===== src/rtl/seq_alu.sv =====
// Registered ALU with a start/busy/done handshake, sticky flags, carry chaining
// and an iterative shift-add multiply on opcode 111.
module seq_alu #(
  parameter int WIDTH = 16
) (
  input  logic             clk_i,
  input  logic             rst_i,
  input  logic             start_i,
  input  logic [2:0]       opc_i,
  input  logic [WIDTH-1:0] ina_i,
  input  logic [WIDTH-1:0] inb_i,
  input  logic             inc_i,
  input  logic             usec_i,
  output logic             busy_o,
  output logic             done_o,
  output logic [WIDTH-1:0] w_o,
  output logic             zer_o,
  output logic             neg_o,
  output logic             cry_o,
  output logic             ovf_o
);

  localparam int HALF = WIDTH / 2;
  localparam int CW   = $clog2(WIDTH + 1);
  localparam int MSB  = WIDTH - 1;

  localparam logic [0:0] ST_IDLE = 1'b0;
  localparam logic [0:0] ST_MUL  = 1'b1;

  logic [0:0]       state_q, state_d;
  logic [WIDTH-1:0] w_q, w_d;
  logic             zer_q, zer_d, neg_q, neg_d, cry_q, cry_d, ovf_q, ovf_d;
  logic             done_q, done_d;
  logic [WIDTH-1:0] acc_q, acc_d, mcand_q, mcand_d, mplier_q, mplier_d;
  logic [CW-1:0]    cnt_q, cnt_d;

  logic [WIDTH-1:0] add_a, add_b;
  logic             add_cin;
  logic [WIDTH:0]   add_sum;
  logic             add_ovf;
  logic [WIDTH-1:0] alu_w;
  logic             alu_cry, alu_ovf;
  logic [WIDTH-1:0] mul_acc_nxt;

  // Opcodes 001/010/011 share one adder; only the B operand and carry-in differ.
  always_comb begin
    add_a   = ina_i;
    add_b   = '0;
    add_cin = 1'b0;
    case (opc_i)
      3'b001: add_b = WIDTH'(1);
      3'b010: begin
        add_b   = inb_i;
        add_cin = usec_i ? cry_q : inc_i;
      end
      3'b011: add_b = {inb_i[MSB], inb_i[MSB:1]};
      default: add_b = '0;
    endcase
    add_sum = {1'b0, add_a} + {1'b0, add_b} + {{WIDTH{1'b0}}, add_cin};
    add_ovf = (add_a[MSB] == add_b[MSB]) && (add_sum[MSB] != add_a[MSB]);
  end

  always_comb begin
    alu_w   = '0;
    alu_cry = 1'b0;
    alu_ovf = 1'b0;
    case (opc_i)
      3'b000: begin
        alu_w   = '0 - ina_i;
        alu_cry = (ina_i == '0);
        alu_ovf = (ina_i == {1'b1, {(WIDTH-1){1'b0}}});
      end
      3'b001, 3'b010, 3'b011: begin
        alu_w   = add_sum[MSB:0];
        alu_cry = add_sum[WIDTH];
        alu_ovf = add_ovf;
      end
      3'b100: alu_w = ina_i & inb_i;
      3'b101: alu_w = ina_i | inb_i;
      3'b110: alu_w = {ina_i[HALF-1:0], inb_i[HALF-1:0]};
      default: alu_w = '0;
    endcase
  end

  assign mul_acc_nxt = acc_q + (mplier_q[0] ? mcand_q : '0);

  always_comb begin
    state_d  = state_q;
    w_d      = w_q;
    zer_d    = zer_q;
    neg_d    = neg_q;
    cry_d    = cry_q;
    ovf_d    = ovf_q;
    done_d   = 1'b0;
    acc_d    = acc_q;
    mcand_d  = mcand_q;
    mplier_d = mplier_q;
    cnt_d    = cnt_q;
    case (state_q)
      ST_IDLE: begin
        if (start_i) begin
          if (opc_i == 3'b111) begin
            acc_d    = '0;
            mcand_d  = ina_i;
            mplier_d = inb_i;
            cnt_d    = CW'(WIDTH);
            state_d  = ST_MUL;
          end else begin
            w_d    = alu_w;
            zer_d  = (alu_w == '0);
            neg_d  = alu_w[MSB];
            cry_d  = alu_cry;
            ovf_d  = alu_ovf;
            done_d = 1'b1;
          end
        end
      end
      ST_MUL: begin
        acc_d    = mul_acc_nxt;
        mcand_d  = mcand_q << 1;
        mplier_d = mplier_q >> 1;
        cnt_d    = cnt_q - CW'(1);
        if (cnt_q == CW'(1)) begin
          w_d     = mul_acc_nxt;
          zer_d   = (mul_acc_nxt == '0);
          neg_d   = mul_acc_nxt[MSB];
          cry_d   = 1'b0;
          ovf_d   = 1'b0;
          done_d  = 1'b1;
          state_d = ST_IDLE;
        end
      end
      default: state_d = ST_IDLE;
    endcase
  end

  always_ff @(posedge clk_i) begin
    if (rst_i) begin
      state_q  <= ST_IDLE;
      w_q      <= '0;
      zer_q    <= 1'b0;
      neg_q    <= 1'b0;
      cry_q    <= 1'b0;
      ovf_q    <= 1'b0;
      done_q   <= 1'b0;
      acc_q    <= '0;
      mcand_q  <= '0;
      mplier_q <= '0;
      cnt_q    <= '0;
    end else begin
      state_q  <= state_d;
      w_q      <= w_d;
      zer_q    <= zer_d;
      neg_q    <= neg_d;
      cry_q    <= cry_d;
      ovf_q    <= ovf_d;
      done_q   <= done_d;
      acc_q    <= acc_d;
      mcand_q  <= mcand_d;
      mplier_q <= mplier_d;
      cnt_q    <= cnt_d;
    end
  end

  assign busy_o = (state_q == ST_MUL);
  assign done_o = done_q;
  assign w_o    = w_q;
  assign zer_o  = zer_q;
  assign neg_o  = neg_q;
  assign cry_o  = cry_q;
  assign ovf_o  = ovf_q;

endmodule


===== config.mk =====
export PLATFORM = sky130hd
export DESIGN_NAME = seq_alu
export DESIGN_NICKNAME = d
export VERILOG_FILES = /design/src/rtl/seq_alu.sv
export SDC_FILE = /design/constraint.sdc
export NUM_CORES = 1
export LEC_CHECK = 0
export CAP_MARGIN = 10
export CELL_PAD_IN_SITES_DETAIL_PLACEMENT = 0
export CELL_PAD_IN_SITES_GLOBAL_PLACEMENT = 1
export CORE_ASPECT_RATIO = 0.6
export CORE_UTILIZATION = 40
export CTS_BUF_LIST = sky130_fd_sc_hd__clkbuf_8
export DETAILED_ROUTE_END_ITERATION = 8
export GPL_TIMING_DRIVEN = 1
export PLACE_DENSITY = 0.88
export SETUP_SLACK_MARGIN = 0.4
export SLEW_MARGIN = 20
export SYNTH_ARGS = -nofsm -noshare
export SYNTH_HDL_FRONTEND = slang
export SYNTH_SLANG_ARGS = --single-unit
export TNS_END_PERCENT = 10

===== constraint.sdc =====
create_clock -name clk_i -period 3.8 [get_ports clk_i]
set_input_delay 0.57 -clock clk_i [delete_from_list [all_inputs] [get_ports clk_i]]
set_output_delay 0.57 -clock clk_i [all_outputs]
set_load 0.05 [all_outputs]

== After elaboration in Yosys (flattened, before gate mapping) ==
Index checks and enable logic that the tools add are counted.

* Logic and storage cells: 88
* Input bits: 40
* Bits in registers: 75
* Output and inout bits: 22

* Equality and inequality tests: 15
* Multiplexer cells: 46
* Bitwise operators: 3
* Add/subtract/negate cells: 5
* Reductions and logical operators: 8

{| class="wikitable"
|+ Operator list
! kind !! count
|-
| $mux 16 || 10
|-
| $pmux 16 s2 || 4
|-
| $pmux 16 s5 || 1
|-
| $logic_not 16->1 || 3
|-
| $pmux 16 s3 || 1
|-
| $mux 1 || 19
|-
| $add 16x16->17 || 1
|-
| $add 17x1->17 || 1
|-
| $add 16x16->16 || 1
|-
| $and 16x16->16 || 1
|-
| $eq 16x16->1 const B || 1
|-
| $or 16x16->16 || 1
|-
| $pmux 1 s2 || 8
|-
| $sub 1x16->16 const A || 1
|-
| $eq 3x3->1 const B || 4
|-
| $mux 5 || 2
|-
| $pmux 5 s2 || 1
|-
| $eq 3x2->1 const B || 2
|-
| $ne 2x2->1 const B || 3
|-
| $eq 5x1->1 const B || 1
|-
| $sub 5x1->5 const B || 1
|-
| $eq 3x1->1 const B || 1
|-
| $logic_not 3->1 || 1
|-
| $reduce_and 3->1 || 1
|-
| other kinds (7) || 7
|}

== Depth between registers and ports, before layout ==
Gate-level depths: netlist of run 1.

* Depth after elaboration: 10
* Mapped depth: 16
* Mapped depth without buffers: 13

== Least setup slack after synthesis of run 1 ==
OpenSTA, ideal clock, no wires.

* Kind: input to register
* From: in opc_i[0]
* To: reg w_q[12], in the netlist w_o[12]
* Arrival: 4.010 ns
* Slack: -0.300 ns
* Path buffers: 5
* Cell stages on the path: 16
* Cells stage by stage: clkbuf_8 > clkbuf_1 > clkbuf_1 > clkbuf_1 > mux2i_1 > nor2_1 > ha_1 > clkbuf_1 > a21o_1 > nor3_1 > a21oi_1 > a211oi_1 > xnor2_1 > a21oi_1 > or2_2 > a311oi_1

* Longest elaborated chain between the ends: 8
* Elaborated cells on any way between the ends: 19

{| class="wikitable"
|+ Ends and longest elaborated chain
! item !! line !! source
|-
| start, declared || 9 || <nowiki>input logic [2:0] opc_i,</nowiki>
|-
| $eq 3x2->1 / $eq 3x1->1 (equally long branches) || 50, 67 ||
|-
| $pmux 16 s3 || 50 || <nowiki>case (opc_i)</nowiki>
|-
| $add 16x16->17 || 59 || <nowiki>add_sum = {1'b0, add_a} + {1'b0, add_b} + {{WIDTH{1'b0}}, add_cin};</nowiki>
|-
| $add 17x1->17 || 59 ||
|-
| $pmux 16 s5 || 67 || <nowiki>case (opc_i)</nowiki>
|-
| $mux 16 || 102 || <nowiki>if (opc_i == 3'b111) begin</nowiki>
|-
| $mux 16 || 101 || <nowiki>if (start_i) begin</nowiki>
|-
| $pmux 16 s2 || 99 || <nowiki>case (state_q)</nowiki>
|-
| end signal, assigned || 152 || <nowiki>w_q <= w_d;</nowiki>
|-
| end, declared || 31 || <nowiki>logic [WIDTH-1:0] w_q, w_d;</nowiki>
|}

Several ways; a longest one is shown, not always the timed one. The select of a mux whose other input is x is not followed.
A chain may end at the register's enable or synchronous reset.

== Worst setup path after layout of run 1 ==
* From: in opc_i[1]
* To: reg zer_q, in the netlist zer_o

* Longest elaborated chain between the ends: 9
* Elaborated cells on any way between the ends: 20

{| class="wikitable"
|+ Ends and longest elaborated chain
! item !! line !! source
|-
| $eq 3x2->1 / $eq 3x1->1 (equally long branches) || 50, 67 ||
|-
| $pmux 16 s3 || 50 ||
|-
| $add 16x16->17 || 59 ||
|-
| $add 17x1->17 || 59 ||
|-
| $pmux 16 s5 || 67 ||
|-
| $logic_not 16->1 || 110 || <nowiki>zer_d = (alu_w == '0);</nowiki>
|-
| $mux 1 || 102 ||
|-
| $mux 1 || 101 ||
|-
| $pmux 1 s2 || 99 ||
|-
| end signal, assigned || 153 || <nowiki>zer_q <= zer_d;</nowiki>
|-
| end, declared || 32 || <nowiki>logic zer_q, zer_d, neg_q, neg_d, cry_q, cry_d, ovf_q, ovf_d;</nowiki>
|}

Several ways; a longest one is shown, not always the timed one. The select of a mux whose other input is x is not followed.

==> results.py, run 1 <==
metrics = {
    "global_route": {
        "grt_pass1_wl_um": 32300,
        "grt_use_total": 0.261,
        "antenna_found_initial": 0,
        "grt_max_degree": 74,
        "grt_overflow": 0,
        "first_global_vias": 5786,
    },
    "floorplan": {
        "start_util": 0.413,
        "pin_count": 62,
        "num_rows": 34,
        "die_width_um": 161,
        "core_mm2": 0.0146,
        "die_area_mm2": 0.0156,
        "die_y_um": 97.3,
    },
    "finish": {
        "nets": 927,
        "diodes": 0,
        "area_growth_pct": 22.2,
        "design_area_mm2": 0.00739,
        "fin_util": 0.505,
        "nFillCells": 1438,
        "layout-drive-gt1-share": 0.145,
    },
    "sta": {
        "rsz0062_at_grt": "true",
        "slew_violations": 0,
        "fin_crit_sh": 0.897,
        "tightestPinTransition_ps": 798,
        "slew_headroom": 0.468,
        "fin_worst_skew_ps": 14.8,
        "fmax_mhz": 293,
        "setup_viol": 0,
        "period_minus_slack_ps": 3410,
        "hold_violations": 0,
    },
    "run": {
        "cap_violations": 0,
    },
    "drt": {
        "num_vias": 6475,
        "first_pass_iters": 6,
        "drt-wirelength-per-cell_um": 19.5,
        "post_drt_via_cell_ratio": 6.14,
        "drtIter0Drc": 958,
        "drc": 0,
        "drt.antenna.violating_nets": 0,
        "finalWirelength_um": 20600,
    },
    "logic_synthesis": {
        "synth_seq_cells": 74,
        "syn_area_per_cell_um2": 7.74,
        "netlist_area_mm2": 0.00605,
        "synth.area.top_cells": "dfxtp_1, ha_1, nor2_1",
        "synth_cell_type_count": 72,
        "async_reset_ff_frac": 0,
        "synth_top_area_cell": "dfxtp_1",
        "synth_cells": 782,
        "synth_flop_cell": "dfxtp_1",
        "synth_top_area_share": 0.245,
        "ys_seq_area_frac": 0.245,
        "synth_fp_nets": 858,
        "synth_edf_count": 0,
        "yosysWarnings": 0,
    },
    "pwr": {
        "worst_ir_drop_vdd_mv": 0.187,
        "power.leakage_nw": 2.87,
        "clock_power_share": 0.291,
        "power_frac_comb": 0.314,
        "power.share.sequential": 0.395,
        "power_mw": 2.08,
        "p_int_mw": 1.34,
        "p_sw_frac": 0.355,
        "power.density_mw_per_mm2": 281,
        "switchingPower_uw": 739,
    },
    "worst_setup_path": {
        "required_ps": 4040,
        "start_kind": "primary input",
        "reg2reg_from": "mplier_q[0]$_SDFFE_PP0P_",
        "crit_arrival_ps": 3650,
        "rrSetupSlack_ps": 480,
        "r2r_cells": 12,
        "worst-path-max-fanout": 6,
        "path_class": "primary input to flop",
        "r2r_end": "acc_q[14]$_SDFFE_PP0P_",
        "endpoint_kind": "flop",
    },
    "run_status": {
        "outcome": "finished, final reports clean",
    },
    "placed_design": {
        "gp_congestion": 0.989,
        "dpl.hpwl_um": 15700,
        "port_buffers": 61,
        "place_area_mm2": 0.00707,
    },
    "min_path": {
        "holdPathStages": 2,
        "min_to": "w_o[11]$_SDFFE_PP0P_",
        "hp-class": "flop to flop",
        "hold_start": "w_o[11]$_SDFFE_PP0P_",
    },
    "clock_tree": {
        "clockBufferDepth": 2,
        "numCtsBuffers": 9,
        "clk_latency_ps": 360,
        "cts_sinks": 74,
        "path_clk_slew_ps": 90,
        "htree_levels": 3,
        "cts_tree": "yes",
        "root_buffer": "clkbuf_8",
    },
}
==> area by class of cell <==
| class | count | area (um2) | area share |
|---|---|---|---|
| Timing Repair Buffer | 121 | 1050 | 0.142 |
| Multi-Input combinational cell | 628 | 4360 | 0.589 |
| Clock inverter | 5 | 37.5 | 0.00508 |
| Sequential cell | 74 | 1480 | 0.201 |
| Tap cell | 198 | 248 | 0.0335 |
| Inverter | 17 | 63.8 | 0.00863 |
| Clock buffer | 11 | 151 | 0.0205 |
==> worst max path at each step <==
stage,slack [ps],to,start,cells after the start
after floorplan,360,w_o[10]$_SDFFE_PP0P_,opc_i[0],15
after global placement,-190,zer_o$_SDFFE_PP0P_,opc_i[1],15
after detailed placement,-190,zer_o$_SDFFE_PP0P_,opc_i[1],15
after CTS,370,w_o[12]$_SDFFE_PP0P_,inb_i[1],13
after global routing,360,acc_q[14]$_SDFFE_PP0P_,mplier_q[0]$_SDFFE_PP0P_,12
final,390,zer_o$_SDFFE_PP0P_,opc_i[1],15
==> worst max-delay path, cell delays in order <==
cell and delay [ps]:
dlygate4sd2_1 240, buf_6 130, nand2_4 60, nor2_1 30, or3_1 360, fa_2 390
fa_2 400, nor2b_4 140, o211ai_1 220, o32a_1 250, o211a_1 230, o2111ai_1 220
nor4_2 100, a41oi_1 240, nand2_1 70
==> cells by family after synthesis <==
| kind of cell | synth area share |
|---|---|
| and+or+nand+nor | 0.229 |
| xor gates and xnor gates | 0.0391 |
| AOI/OAI and AO/OA | 0.293 |
| adders and majority gates | 0.0914 |
| muxes | 0.0418 |
| buffers and inverters | 0.0614 |
| DFF | 0.245 |
==> cell usage in the layout, fill, tap and decap left out, drive strengths merged, types with 5 or more instances in the layout <==
cell type        n
and2            17
nor2b            7
a21o             8
nor4            10
nor2           107
a211oi          14
a21oi           57
or3             10
xnor2           14
mux2i           23
a2111oi          6
clkbuf          11
a222oi          30
o21bai           7
o2111ai          6
clkdlybuf4s50   55
or2              8
o211ai          16
o21a            10
nand2           51
nor3b            5
nand2b           7
maj3             8
ha              33
dfxtp           74
nor3            27
nand4            5
inv             19
xor2            13
nand3           14
buf             62
a22oi           16
o21ai           41
==> flip-flops by register name (all words and copies together), names as in the netlist, 5 cells and up <==
name / count
acc_q: 16
mcand_q: 16
mplier_q: 16
w_o: 16
cnt_q: 5
==> Yosys cell counts, drive strengths merged (13+ instances only) <==
master and count:
ha 33, nor2 107, a222oi 30, a22oi 16, mux2i 23, and2 17, o211ai 16, nor3 27
a21oi 57, dfxtp 74, clkbuf 58, o21ai 41, a211oi 14, inv 16, nand2 51, nand3 14
xnor2 14, xor2 13
==> per-stage QoR <==
| step | setup slack (ps) | setup TNS (ps) | cells | hold slack, ps |
|---|---|---|---|---|
| floorplan | 363 | 0 | 782 | 441 |
| global placement | -191 | -743 | 1036 | 444 |
| detailed placement | -187 | -883 | 1036 | 449 |
| CTS | 366 | 0 | 1054 | 460 |
| global route | 358 | 0 | 1054 | 483 |
| finish | 392 | 0 | 1054 | 455 |
==> per-layer routing <==
layer / GRT usage / part of all wire
met5: 0 / 0
met4: 0.0254 / 0.0045
met3: 0.0691 / 0.11
met2: 0.345 / 0.39
met1: 0.418 / 0.50
==> repair_timing <==
action | CTS | global route
pin swaps | 9 | 16
gates resized for setup | 11 | 18
endpoints found under the setup margin | 9 | 9
buffers inserted | 2 | 0
gates cloned | 0 | 0
hold buffers | 0 | 0
endpoints found under the hold margin | 0 | 0
==> power by group through the flow <==
stage / Clock, mW / Sequential, mW / Combinational (mW)
after floorplan: 0 / 0.891 / 0.333
after detailed placement: 0 / 0.839 / 0.617
after global routing: 0.654 / 0.826 / 0.698
after global placement: 0 / 0.839 / 0.615
final: 0.605 / 0.821 / 0.654
after CTS: 0.615 / 0.821 / 0.627
Note: power is estimated with default switching activity, not from simulation.
==> inputs of run 2 (changes only) <==
--- a/config.mk
+++ b/config.mk
@@ -11,10 +11,11 @@
 export CORE_ASPECT_RATIO = 0.6
 export CORE_UTILIZATION = 40
 export CTS_BUF_LIST = sky130_fd_sc_hd__clkbuf_8
+export CTS_CLUSTER_SIZE = 24
 export DETAILED_ROUTE_END_ITERATION = 8
 export GPL_TIMING_DRIVEN = 1
-export PLACE_DENSITY = 0.88
-export SETUP_SLACK_MARGIN = 0.4
+export PLACE_DENSITY_LB_ADDON = 0.1
+export SETUP_SLACK_MARGIN = 0.5
 export SLEW_MARGIN = 20
 export SYNTH_ARGS = -nofsm -noshare
 export SYNTH_HDL_FRONTEND = slang
==> results.py, run 2 (same netlist as run 1, synthesis figures left out) <==
metrics = {
    "run_status": {
        "outcome": "finished, final reports clean",
    },
    "worst_setup_path": {
        "r2r_end": "acc_q[14]$_SDFFE_PP0P_",
        "rrSetupSlack_ps": 660,
        "worst-path-max-fanout": 4,
        "required_ps": 4090,
        "reg2reg_from": "mplier_q[0]$_SDFFE_PP0P_",
        "start_kind": "primary input",
        "path_class": "primary input to flop",
        "r2r_cells": 12,
        "crit_arrival_ps": 3520,
        "endpoint_kind": "flop",
    },
    "global_route": {
        "antenna_found_initial": 0,
        "grt_max_degree": 74,
        "grt_use_total": 0.278,
        "grt_overflow": 0,
        "grt_pass1_wl_um": 34000,
        "first_global_vias": 6160,
    },
    "finish": {
        "design_area_mm2": 0.00766,
        "nets": 951,
        "multiInputGateArea_mm2": 0.00439,
        "nFillCells": 1419,
        "layout-drive-gt1-share": 0.180,
        "area_growth_pct": 26.6,
        "layout_commonest_cell": "nor2_1",
        "diodes": 0,
        "regArea_mm2": 0.00148,
        "mostFrequentLayoutCells": "nor2_1, buf_4, dfxtp_1",
    },
    "placed_design": {
        "port_buffers": 61,
        "place_area_mm2": 0.00727,
        "pre_cts_ws_ps": -363,
        "dpl.hpwl_um": 16700,
        "gp_congestion": 0.888,
    },
    "sta": {
        "whs_ps": 453,
        "hold_violations": 0,
        "rsz0062_at_grt": "true",
        "slew_headroom": 0.475,
        "tightestPinTransition_ps": 788,
        "fin_worst_skew_ps": 18.3,
        "fmax_mhz": 310,
        "slew_violations": 0,
        "fin_crit_sh": 0.850,
        "setup_viol": 0,
        "setup_slack_ps": 571,
        "period_minus_slack_ps": 3230,
    },
    "drt": {
        "finalWirelength_um": 21700,
        "first_pass_iters": 6,
        "drt.antenna.violating_nets": 0,
        "drtIter0Drc": 645,
        "drc": 0,
        "drt-wirelength-per-cell_um": 20.1,
        "post_drt_via_cell_ratio": 6.08,
        "num_vias": 6554,
    },
    "floorplan": {
        "core_mm2": 0.0146,
        "pin_count": 62,
        "die_area_mm2": 0.0156,
        "num_rows": 34,
        "die_y_um": 97.3,
        "start_util": 0.413,
        "die_width_um": 161,
    },
    "min_path": {
        "hp-class": "flop to flop",
        "hold_start": "w_o[11]$_SDFFE_PP0P_",
        "min_to": "w_o[11]$_SDFFE_PP0P_",
        "holdPathStages": 2,
    },
    "run": {
        "cap_violations": 0,
    },
    "pwr": {
        "power.density_mw_per_mm2": 285,
        "worst_ir_drop_vdd_mv": 0.207,
        "power_mw": 2.18,
        "power.leakage_nw": 3.02,
    },
    "clock_tree": {
        "clk_latency_ps": 360,
        "htree_levels": 3,
        "path_clk_slew_ps": 90,
        "cts_tree": "yes",
        "cts_sinks": 74,
        "root_buffer": "clkbuf_8",
        "clockBufferDepth": 2,
        "numCtsBuffers": 9,
    },
}
-- run 2: worst max-delay path, cell delays in order --
cell and delay (ps):
dlygate4sd2_1 240, buf_4 150, mux2i_1 80, or3_1 380, inv_1 70, ha_1 210
nor2b_2 180, o221ai_4 290, buf_6 170, mux2i_4 220, o2111a_1 250, o2111ai_2 180
nor4_2 320, a41oi_1 140, nand2_1 90
-- run 2: layer usage --
layer,routed length (um),share of wire,vias to the layer above,global-route usage
li1,-,-,3134,-
met3,1980,0.091,7,0.0529
met1,10800,0.50,3143,0.430
met5,0,0,-,0
met4,63,0.0029,0,0.0319
met2,8800,0.41,270,0.402
-- run 2: worst max-delay path by stage --
stage                                  start                endpoint  slack [ps]  depth (start not counted)
floorplan                           opc_i[0]    w_o[10]$_SDFFE_PP0P_         360                         15
global placement                    opc_i[1]      zer_o$_SDFFE_PP0P_        -460                         14
detailed placement                  opc_i[1]      zer_o$_SDFFE_PP0P_        -360                         14
CTS                 mplier_q[0]$_SDFFE_PP0P_  acc_q[14]$_SDFFE_PP0P_         490                         12
global route                        inb_i[7]      zer_o$_SDFFE_PP0P_         400                         12
finish                              inb_i[1]      zer_o$_SDFFE_PP0P_         570                         15
-- run 2: through the flow --
| step | instances | utilization | TNS (ps) |
|---|---|---|---|
| final | 1078 | 0.523 | 0 |
| after floorplan | 782 | - | 0 |
| after global routing | 1078 | 0.523 | 0 |
| after detailed placement | 1059 | 0.497 | -2290 |
| after global placement | 1059 | 0.497 | -2030 |
| after CTS | 1076 | 0.514 | 0 |
-- run 2: power breakdown --
| part | leakage, nW | total [mW] | switching (mW) | internal, mW |
|---|---|---|---|---|
| clock | 0.103 | 0.675 | 0.346 | 0.329 |
| sequential | 0.601 | 0.822 | 0.0195 | 0.802 |
| combinational | 2.32 | 0.684 | 0.400 | 0.284 |
| total | 3.02 | 2.18 | 0.766 | 1.42 |
-- run 2: area by class of cell --
| cell class | count | share of cell area |
|---|---|---|
| clock inverters | 6 | 0.00948 |
| repair buffers | 145 | 0.165 |
| multi-input cells | 628 | 0.574 |
| inverters | 17 | 0.00833 |
| well taps | 198 | 0.0324 |
| flip-flops and latches | 74 | 0.194 |
| clock buffers | 10 | 0.0180 |
-- run 2: timing repair --
| item | in CTS | in global routing |
|---|---|---|
| hold buffers | 0 | 0 |
| endpoints found under the setup margin | 14 | 10 |
| pin swaps | 11 | 21 |
| resized for setup | 16 | 36 |
| setup buffers | 1 | 2 |
